[src/rtl/fifo_arb_pkg.sv]
// Shared definitions for the FIFO write-side arbiter and its schedulers.
// Holds the state encoding, the default word width that matches the FIFO's
// write_data, and a constant-foldable clog2 helper for counter/index widths.
package fifo_arb_pkg;

  typedef logic state_t;

  localparam state_t ST_IDLE  = 1'b0;
  localparam state_t ST_BURST = 1'b1;

  localparam int unsigned DEFAULT_DATA_W = 16;

  // Number of bits needed to hold values 0..value-1 (0 for value <= 1).
  function automatic int unsigned clog2(input int unsigned value);
    int unsigned width;
    int unsigned span;
    width = 0;
    span  = 1;
    while (span < value) begin
      span  = span << 1;
      width = width + 1;
    end
    return width;
  endfunction

endpackage

[src/rtl/rr_pick.sv]
// Combinational round-robin priority search.
// Ports:
//   req        in   N          request vector
//   last_owner in   IW         index of the previous winner
//   pick       out  N          one-hot winner (0 when no request)
//   pick_idx   out  IW         index of the winner
//   found      out  1          at least one request present
// The search starts at last_owner+1 and wraps, so last_owner has lowest priority.
module rr_pick
  import fifo_arb_pkg::*;
#(
  parameter int unsigned N  = 4,
  parameter int unsigned IW = clog2(N)
) (
  input  logic [N-1:0]  req,
  input  logic [IW-1:0] last_owner,
  output logic [N-1:0]  pick,
  output logic [IW-1:0] pick_idx,
  output logic          found
);

  // First set bit scanning upward cyclically from last_owner+1.
  always_comb begin
    logic [IW-1:0] idx;
    pick     = '0;
    pick_idx = '0;
    found    = 1'b0;
    idx      = '0;
    for (int unsigned k = 1; k <= N; k++) begin
      idx = IW'((32'(last_owner) + k) % N);
      if (!found && req[idx]) begin
        found     = 1'b1;
        pick[idx] = 1'b1;
        pick_idx  = idx;
      end
    end
  end

endmodule

[src/rtl/fifo_wr_arbiter.sv]
// Round-robin write arbiter sharing the FIFO write port among NUM_REQ
// producers. A granted producer owns the port for a burst of up to BURST_MAX
// accepted words, ended early by req_last on an accepted word or by dropping
// req. One idle arbitration cycle always separates bursts.
// Ports:
//   clk          in   1                 system clock, rising edge
//   reset        in   1                 asynchronous active-low reset
//   req          in   NUM_REQ           per-producer request
//   req_data     in   NUM_REQ*DATA_W    producer words, i at [i*DATA_W +: DATA_W]
//   req_last     in   NUM_REQ           final word of the producer's burst
//   ack          out  NUM_REQ           combinational one-hot: owner's word written
//   grant        out  NUM_REQ           registered one-hot owner, 0 when idle
//   fifo_full    in   1                 FIFO full flag
//   fifo_wr_en   out  1                 combinational FIFO write enable
//   fifo_wr_data out  DATA_W            owner's word, 0 when idle
//   stall        out  1                 owner requesting while FIFO full
module fifo_wr_arbiter
  import fifo_arb_pkg::*;
#(
  parameter int unsigned NUM_REQ   = 4,
  parameter int unsigned DATA_W    = DEFAULT_DATA_W,
  parameter int unsigned BURST_MAX = 4
) (
  input  logic                      clk,
  input  logic                      reset,
  input  logic [NUM_REQ-1:0]        req,
  input  logic [NUM_REQ*DATA_W-1:0] req_data,
  input  logic [NUM_REQ-1:0]        req_last,
  output logic [NUM_REQ-1:0]        ack,
  output logic [NUM_REQ-1:0]        grant,
  input  logic                      fifo_full,
  output logic                      fifo_wr_en,
  output logic [DATA_W-1:0]         fifo_wr_data,
  output logic                      stall
);

  localparam int unsigned IW = clog2(NUM_REQ);
  localparam int unsigned CW = clog2(BURST_MAX + 1);

  localparam logic [CW-1:0] BEAT_LAST  = CW'(BURST_MAX - 1);
  localparam logic [IW-1:0] OWNER_INIT = IW'(NUM_REQ - 1);

  state_t              state;
  state_t              state_next;
  logic [IW-1:0]       owner;
  logic [IW-1:0]       last_owner;
  logic [CW-1:0]       beat_cnt;

  logic [NUM_REQ-1:0]  pick;
  logic [IW-1:0]       pick_idx;
  logic                pick_found;

  logic                owner_req;
  logic                owner_last;
  logic [DATA_W-1:0]   owner_data;
  logic                write_ok;
  logic                burst_done;

  rr_pick #(
    .N  (NUM_REQ),
    .IW (IW)
  ) u_rr_pick (
    .req        (req),
    .last_owner (last_owner),
    .pick       (pick),
    .pick_idx   (pick_idx),
    .found      (pick_found)
  );

  // Owner's view of the producer inputs; other producers are ignored.
  always_comb begin
    owner_req  = req[owner];
    owner_last = req_last[owner];
    owner_data = '0;
    for (int unsigned i = 0; i < NUM_REQ; i++) begin
      if (owner == IW'(i)) begin
        owner_data = req_data[i*DATA_W +: DATA_W];
      end
    end
  end

  // A word is accepted only in BURST with the owner requesting and room in the FIFO.
  assign write_ok = (state == ST_BURST) && owner_req && !fifo_full;

  // Burst ends on last/limit of an accepted word, or on an abandon (owner drops req).
  assign burst_done = (state == ST_BURST) &&
                      (!owner_req || (write_ok && (owner_last || (beat_cnt == BEAT_LAST))));

  // State register.
  always_ff @(posedge clk or negedge reset) begin
    if (!reset) begin
      state <= ST_IDLE;
    end else begin
      state <= state_next;
    end
  end

  // Next-state logic.
  always_comb begin
    state_next = state;
    case (state)
      ST_IDLE:  if (pick_found) state_next = ST_BURST;
      ST_BURST: if (burst_done) state_next = ST_IDLE;
      default:  state_next = ST_IDLE;
    endcase
  end

  // Combinational outputs: everything is quiet outside BURST.
  always_comb begin
    ack          = '0;
    fifo_wr_en   = 1'b0;
    fifo_wr_data = '0;
    stall        = 1'b0;
    if (state == ST_BURST) begin
      fifo_wr_en   = write_ok;
      ack[owner]   = write_ok;
      fifo_wr_data = owner_data;
      stall        = owner_req && fifo_full;
    end
  end

  // Ownership, beat counting and round-robin history.
  always_ff @(posedge clk or negedge reset) begin
    if (!reset) begin
      grant      <= '0;
      owner      <= '0;
      last_owner <= OWNER_INIT;
      beat_cnt   <= '0;
    end else if (state == ST_IDLE) begin
      if (pick_found) begin
        grant    <= pick;
        owner    <= pick_idx;
        beat_cnt <= '0;
      end
    end else begin
      if (write_ok) begin
        beat_cnt <= beat_cnt + CW'(1);
      end
      if (burst_done) begin
        last_owner <= owner;
        grant      <= '0;
        beat_cnt   <= '0;
      end
    end
  end

endmodule

[config.mk]
export PLATFORM = sky130hd
export DESIGN_NAME = fifo_wr_arbiter
export DESIGN_NICKNAME = d
export VERILOG_FILES = /design/src/rtl/fifo_arb_pkg.sv /design/src/rtl/rr_pick.sv /design/src/rtl/fifo_wr_arbiter.sv
export SDC_FILE = /design/constraint.sdc
export NUM_CORES = 1
export LEC_CHECK = 0
export CAP_MARGIN = 20
export CORE_ASPECT_RATIO = 0.7
export CORE_MARGIN = 4
export CORE_UTILIZATION = 34
export DETAILED_ROUTE_END_ITERATION = 6
export PLACE_DENSITY = 0.73
export SYNTH_ARGS = -nofsm -noshare
export SYNTH_HDL_FRONTEND = slang
export SYNTH_HIERARCHICAL = 1
export SYNTH_SLANG_ARGS = --single-unit
[constraint.sdc]
create_clock -name clk -period 2.4 [get_ports clk]
set_clock_uncertainty 0.15 [all_clocks]
set_input_delay 0.48 -clock clk [delete_from_list [all_inputs] [get_ports clk]]
set_output_delay 0.48 -clock clk [all_outputs]
set_load 0.01 [all_outputs]
### After elaboration in Yosys (flattened, before gate mapping)

Index checks and enable logic that the tools add are counted.

* bits in registers: 12
* latch bits: 0
* bits in writable memories: 0
* memory bits (read-only): 0
* input port bits: 75
* output and inout port bits: 26
* logic and storage cells: 109
* memories: 0

* add/sub/neg operators: 5
* multiply operators: 0
* div/mod/pow operators: 0
* order comparisons: 10
* equal/unequal tests: 6
* shift operators: 0
* multiplexer cells: 52
* bitwise gates (word level): 5
* reduce and logical (&&, ||, !) cells: 26

Operators with widths (number)
* $mux W16: 5
* $mux W4: 8
* $mux W1: 19
* $lt A2 B3 Y1 const B: 5
* $logic_and A1 B1 Y1: 13
* $bmux W1 S2: 6
* $mux W3: 4
* $or A4 B4 Y4: 3
* $demux W1 S2: 5
* $ge A2 B1 Y1 const B: 5
* $mux W2: 4
* $reduce_and A2 Y1: 4
* $logic_not A1 Y1: 5
* $add A2 B1 Y2 const B: 2
* $add A2 B2 Y2 const B: 2
* $and A4 B4 Y4: 1
* $eq A2 B2 Y1 const B: 2
* $add A3 B1 Y3 const B: 1
* $eq A3 B2 Y1 const B: 1
* $ne A3 B1 Y1 const B: 1
* $eq A2 B1 Y1 const B: 1
* $logic_not A2 Y1: 1
* $logic_or A1 B1 Y1: 2
* $ne A2 B1 Y1 const B: 1
* other kinds (3): 3

### Logic depth before layout (Yosys ltp)

* word-level depth: 15
* mapped depth: 10
* gate-level depth less buffers: 8

### Cells and area by module

The synthesis kept the hierarchy.

By module, submodules not included
* fifo_wr_arbiter: times used 1, cells an instance 99, area an instance 1146.1 um2, sequential area each 302.8 um2
* rr_pick: times used 1, cells an instance 68, area an instance 525.5 um2, sequential area each 0.0 um2

### Least setup slack after synthesis

No wires, ideal clock.

* kind: register to register
* start: reg last_owner[0]
* end: reg grant[0]
* library setup time: 126 ps
* data arrival time: 2074 ps
* required time: 2124 ps
* path slack: 50 ps
* stages on the path, launching flop included: 10
* path buffers: 2
* period minus slack after synthesis: 2350 ps
* cells stage by stage: dfstp_2 -> buf_4 -> inv_2 -> ha_1 -> buf_6 -> mux2i_4 -> o21ai_1 -> a221o_1 -> mux2i_1 -> o2bb2ai_1

* longest elaborated chain between the ends: 15
* elaborated cells between the ends (all ways): 53
* classes of those cells: add/sub: 4; order compare: 8; mux: 26; bitwise: 3; reduce/logical: 12

Ends and longest elaborated chain
* start: declaration: RTL line fifo_wr_arbiter.sv:46 `logic [IW-1:0] last_owner;`
* start signal: assignment: RTL line fifo_wr_arbiter.sv:140 `last_owner <= owner;`
* branches (longest 12 deep; another with $lt A2 B3 Y1)
* $mux W4 *: RTL line rr_pick.sv:31 `if (!found && req[idx]) begin`
* via pick[0]: RTL line fifo_wr_arbiter.sv:49 `logic [NUM_REQ-1:0] pick;`
* $mux W4 *: RTL line fifo_wr_arbiter.sv:130 `if (pick_found) begin`
* $mux W4 *: RTL line fifo_wr_arbiter.sv:129 `end else if (state == ST_IDLE) begin`
* end signal: assignment: RTL line fifo_wr_arbiter.sv:131 `grant <= pick;`
* end: declaration: RTL line fifo_wr_arbiter.sv:30 `output logic [NUM_REQ-1:0] grant,`

Mark *: on every way through the listed nets, which the timed path passes. The select of a mux whose other input is x is not followed.
A chain may end at the register's enable or synchronous reset.

### Worst setup path in the final report

* start: reg owner[0]
* end: out ack[3]

* longest elaborated chain between the ends: 6
* elaborated cells between the ends (all ways): 11
* classes of those cells: order compare: 2; mux: 5; bitwise: 1; reduce/logical: 3

Ends and longest elaborated chain
* start: declaration: RTL line fifo_wr_arbiter.sv:45 `logic [IW-1:0] owner;`
* start signal: assignment: RTL line fifo_wr_arbiter.sv:132 `owner <= pick_idx;`
* $lt A2 B3 Y1 (not written as such) (tied with other cells): RTL line fifo_wr_arbiter.sv:116 `ack[owner] = write_ok;`
* $logic_and A1 B1 Y1 (not written as such) or $mux W1 (tied branches): RTL line fifo_wr_arbiter.sv:116, fifo_wr_arbiter.sv:72
* $mux W1 (not written as such) or $logic_and A1 B1 Y1 (tied branches): RTL line fifo_wr_arbiter.sv:116, fifo_wr_arbiter.sv:83
* $demux W1 S2 or $logic_and A1 B1 Y1 (tied branches): RTL line fifo_wr_arbiter.sv:116, fifo_wr_arbiter.sv:83
* $and A4 B4 Y4 (no source line) *
* $mux W4 *: RTL line fifo_wr_arbiter.sv:114 `if (state == ST_BURST) begin`
* end: declaration: RTL line fifo_wr_arbiter.sv:29 `output logic [NUM_REQ-1:0] ack,`

Every way passes the cells marked *; elsewhere a longest branch is shown, timed or not. The select of a mux whose other input is x is not followed.

==> flow_results.xml <==
<?xml version="1.0" encoding="UTF-8"?>
<metrics>
  <group name="outcome">
    <metric name="failed_checks" unit="">setup timing</metric>
    <metric name="outcome" unit="">finished, violations left</metric>
  </group>
  <group name="timing">
    <metric name="timing.final.setup_violations" unit="">1</metric>
    <metric name="fin_setup_tns" unit="ns">-0.0127</metric>
    <metric name="max_slew_violation_count" unit="">0</metric>
    <metric name="final.setup.worst_slack" unit="ns">-0.0127</metric>
    <metric name="fmaxAchievable" unit="MHz">414</metric>
    <metric name="final_hold_viol_count" unit="">0</metric>
    <metric name="tightestPinTransition" unit="ns">0.561</metric>
    <metric name="maxSlewHeadroom" unit="">0.625</metric>
    <metric name="finalCriticalPeriod" unit="ns">2.41</metric>
    <metric name="final.period_utilization" unit="">1.01</metric>
    <metric name="grt_setup_unrepaired" unit="">yes</metric>
  </group>
  <group name="die">
    <metric name="io_pins" unit="">101</metric>
    <metric name="floorplan.initialDensity" unit="">0.351</metric>
    <metric name="row_count" unit="">21</metric>
    <metric name="core_region_area" unit="mm^2">0.00476</metric>
    <metric name="die_height" unit="um">66.7</metric>
    <metric name="dieArea" unit="mm^2">0.00612</metric>
    <metric name="fp.dieW" unit="um">91.8</metric>
  </group>
  <group name="clocking">
    <metric name="clkSlewWorstSetupHoldPaths" unit="ns">0.05</metric>
    <metric name="clock_sinks" unit="">12</metric>
    <metric name="worstSkewPairLatency" unit="ns">0.25</metric>
    <metric name="numCtsBuffers" unit="">3</metric>
    <metric name="tritoncts_clock_tree" unit="">done</metric>
    <metric name="root_driver" unit="">sky130_fd_sc_hd__clkbuf_8</metric>
    <metric name="htree_levels" unit="">1</metric>
    <metric name="cts_buffer_depth" unit="">2</metric>
    <metric name="holdBufCountCts" unit="">0</metric>
  </group>
  <group name="placed_design">
    <metric name="detailedPlacementHpwl" unit="mm">4.70</metric>
    <metric name="place_inst" unit="">346</metric>
    <metric name="place_congestion" unit="">0.827</metric>
    <metric name="placedInstanceArea" unit="mm^2">0.00285</metric>
    <metric name="port_buffers" unit="">100</metric>
  </group>
  <group name="yosys">
    <metric name="synth_largest_type_area_fraction" unit="">0.243</metric>
    <metric name="synth_area" unit="mm^2">0.00167</metric>
    <metric name="synthFlopType" unit="">sky130_fd_sc_hd__dfrtp_1</metric>
    <metric name="yosys_warnings" unit="">6</metric>
    <metric name="postSynthCellCount" unit="">167</metric>
    <metric name="synth.top_cells.by_area" unit="">sky130_fd_sc_hd__mux4_2, sky130_fd_sc_hd__dfrtp_1, sky130_fd_sc_hd__ha_1</metric>
    <metric name="leading_area_contributor_after_synthesis" unit="">sky130_fd_sc_hd__mux4_2</metric>
    <metric name="number_of_synthesized_flops_with_an_enable_pin" unit="">0</metric>
    <metric name="yosys_register_bits" unit="">12</metric>
    <metric name="yosysMostFrequentCell" unit="">sky130_fd_sc_hd__mux4_2</metric>
    <metric name="synthDistinctLibCells" unit="">44</metric>
    <metric name="postSynthAreaPerCell" unit="um^2">10.0</metric>
    <metric name="synth-seq-area-share" unit="">0.181</metric>
    <metric name="yosys-top-cells-count" unit="">sky130_fd_sc_hd__mux4_2, sky130_fd_sc_hd__and2_1, sky130_fd_sc_hd__nand2_1, sky130_fd_sc_hd__dfrtp_1, sky130_fd_sc_hd__ha_1</metric>
    <metric name="async_flop_share" unit="">1.00</metric>
    <metric name="synthesis.nets" unit="">252</metric>
  </group>
  <group name="detailed_routing">
    <metric name="num_vias" unit="">1803</metric>
    <metric name="post_drt_wl_per_cell" unit="um">16.8</metric>
    <metric name="drt_drc_violations_left" unit="">0</metric>
    <metric name="first_iter_violations" unit="">93</metric>
    <metric name="average_via_count_per_standard_cell" unit="">5.02</metric>
    <metric name="ant_nets" unit="">0</metric>
    <metric name="wirelength" unit="mm">6.02</metric>
    <metric name="drtPass1Iterations" unit="">4</metric>
  </group>
  <group name="worst_setup_path">
    <metric name="data_required_critical_path" unit="ns">1.77</metric>
    <metric name="crit_end_element" unit="">output port</metric>
    <metric name="reg2reg_from" unit="">last_owner[0]$_DFFE_PN1P_</metric>
    <metric name="critical_path_class" unit="">reg2out</metric>
    <metric name="crit_path_max_fo" unit="">3</metric>
    <metric name="startpoint_type" unit="">register</metric>
    <metric name="setup_slack_of_the_worst_register_to_register_path" unit="ns">0.15</metric>
    <metric name="critPathArrivalTime" unit="ns">1.78</metric>
    <metric name="worst_r2r_path_depth" unit="">5</metric>
    <metric name="r2r-end" unit="">owner[0]$_DFFE_PN0P_</metric>
  </group>
  <group name="grt">
    <metric name="grt_pass1_wl" unit="mm">8.90</metric>
    <metric name="globalRoute.totalOverflow" unit="">0</metric>
    <metric name="global_route_usage_over_all_layers" unit="">0.186</metric>
    <metric name="number_of_global_route_vias_before_repair" unit="">1812</metric>
    <metric name="grt_antenna_before_repair" unit="">0</metric>
    <metric name="maximum_number_of_pins_on_one_net_before_global_route_repair" unit="">27</metric>
  </group>
  <group name="layout">
    <metric name="fin_area" unit="mm^2">0.00300</metric>
    <metric name="n_antenna_cell" unit="">0</metric>
    <metric name="final_core_utilization" unit="">0.630</metric>
    <metric name="finalNonFillerCells" unit="">359</metric>
    <metric name="nets" unit="">376</metric>
    <metric name="flow.area_growth_from_synthesis" unit="%">79.3</metric>
    <metric name="drive_gt1_frac" unit="">0.348</metric>
  </group>
  <group name="job">
    <metric name="timing.max_cap.violations" unit="">0</metric>
  </group>
  <group name="power_and_ir_drop">
    <metric name="vdd_ir_drop_max" unit="uV">461</metric>
    <metric name="power_dens_cells" unit="mW/mm^2">1060</metric>
    <metric name="static_leakage" unit="nW">1.27</metric>
  </group>
  <group name="hold_path">
    <metric name="timing.hold.worst_path_depth" unit="">2</metric>
    <metric name="worstHoldPathType" unit="">reg2reg</metric>
    <metric name="beginning_of_the_worst_hold_path" unit="">beat_cnt[2]$_DFFE_PN0P_</metric>
    <metric name="timing.hold.worst_endpoint" unit="">beat_cnt[2]$_DFFE_PN0P_</metric>
  </group>
</metrics>
## area by class of cell
type | count | area (um^2)
clock buffers | 4 | 45.0
fillers | 404 | 1760
inverters | 8 | 30.0
multi-input cells | 133 | 1300
flip-flops and latches | 12 | 304
well taps | 69 | 86.3
repair buffers | 133 | 1230
## cells in the final DEF (no fill, tap or decap), drive strengths merged, types with 9 or more instances in the layout
cell type	instances
mux4	18
mux2i	9
dfrtp	10
buf	50
clkdlybuf4s50	74
o21ai	10
and2	16
ha	10
nand2	16
nor2	9
## stage by stage
step           hold slack, ns  total power, W  setup WS, ns
2_1_floorplan          0.0344         0.00187        0.0499
3_3_place_gp            0.316         0.00271        -0.504
4_1_cts                 0.338         0.00305       -0.0797
3_5_place_dp            0.327         0.00274        -0.513
6_report                0.340         0.00317       -0.0127
5_1_grt                 0.376         0.00341       -0.0519
## metal layers
layer	wire, um	share of wire	global-route usage	vias up
met1	2560	0.43	0.246	870
met4	91	0.015	0.0593	0
met2	3100	0.51	0.306	55
met3	262	0.044	0.0384	10
li1	-	-	-	868
met5	0	0	0	-
## worst max-delay path, stage by stage (launching register included)
cell and delay [ns]:
sky130_fd_sc_hd__dfrtp_2 0.41, sky130_fd_sc_hd__buf_6 0.12, sky130_fd_sc_hd__mux4_2 0.55, sky130_fd_sc_hd__nand3_4 0.13, sky130_fd_sc_hd__inv_2 0.04, sky130_fd_sc_hd__and3_4 0.17
sky130_fd_sc_hd__buf_6 0.11
## worst max-delay path by stage
stage	startpoint	endpoint	slack, ns	cells after the start
floorplan	last_owner[0]$_DFFE_PN1P_	grant[0]$_DFFE_PN0P_	0.05	9
global placement	req[2]	ack[1]	-0.50	6
detailed placement	req[2]	ack[3]	-0.51	6
CTS	owner[0]$_DFFE_PN0P_	ack[3]	-0.08	7
global route	owner[0]$_DFFE_PN0P_	ack[3]	-0.05	6
finish	owner[0]$_DFFE_PN0P_	ack[3]	-0.01	6
## registers in the layout (all words and copies together), names as in the netlist
register,flops
grant,4
beat_cnt,3
last_owner,2
owner,2
state,1
## what timing repair did
action                     4_1_cts  5_1_grt
pin swaps                        2        2
resized for setup               94       24
cloned                           0        1
setup endpoints to repair       23       23
setup buffers                    8        1
## cells by family (layout without fill, tap and decap cells)
| logic type | Yosys count | count (layout) | synth area share |
|---|---|---|---|
| and+or+nand+nor | 57 | 57 | 0.177 |
| adders and majority gates | 10 | 10 | 0.0749 |
| buffers and inverters | 22 | 145 | 0.0719 |
| AOI/OAI and AO/OA | 35 | 35 | 0.164 |
| DFF | 12 | 12 | 0.181 |
| muxes | 31 | 31 | 0.331 |
## where the power goes
group / internal [W] / leakage [nW] / switching [W] / total (W)
Sequential: 0.000287 / 0.151 / 0.0000606 / 0.000347
Combinational: 0.00146 / 1.10 / 0.00117 / 0.00263
Clock: 0.000117 / 0.0228 / 0.0000776 / 0.000195
Total: 0.00186 / 1.27 / 0.00131 / 0.00317
Power figures use the tool's default switching activity.
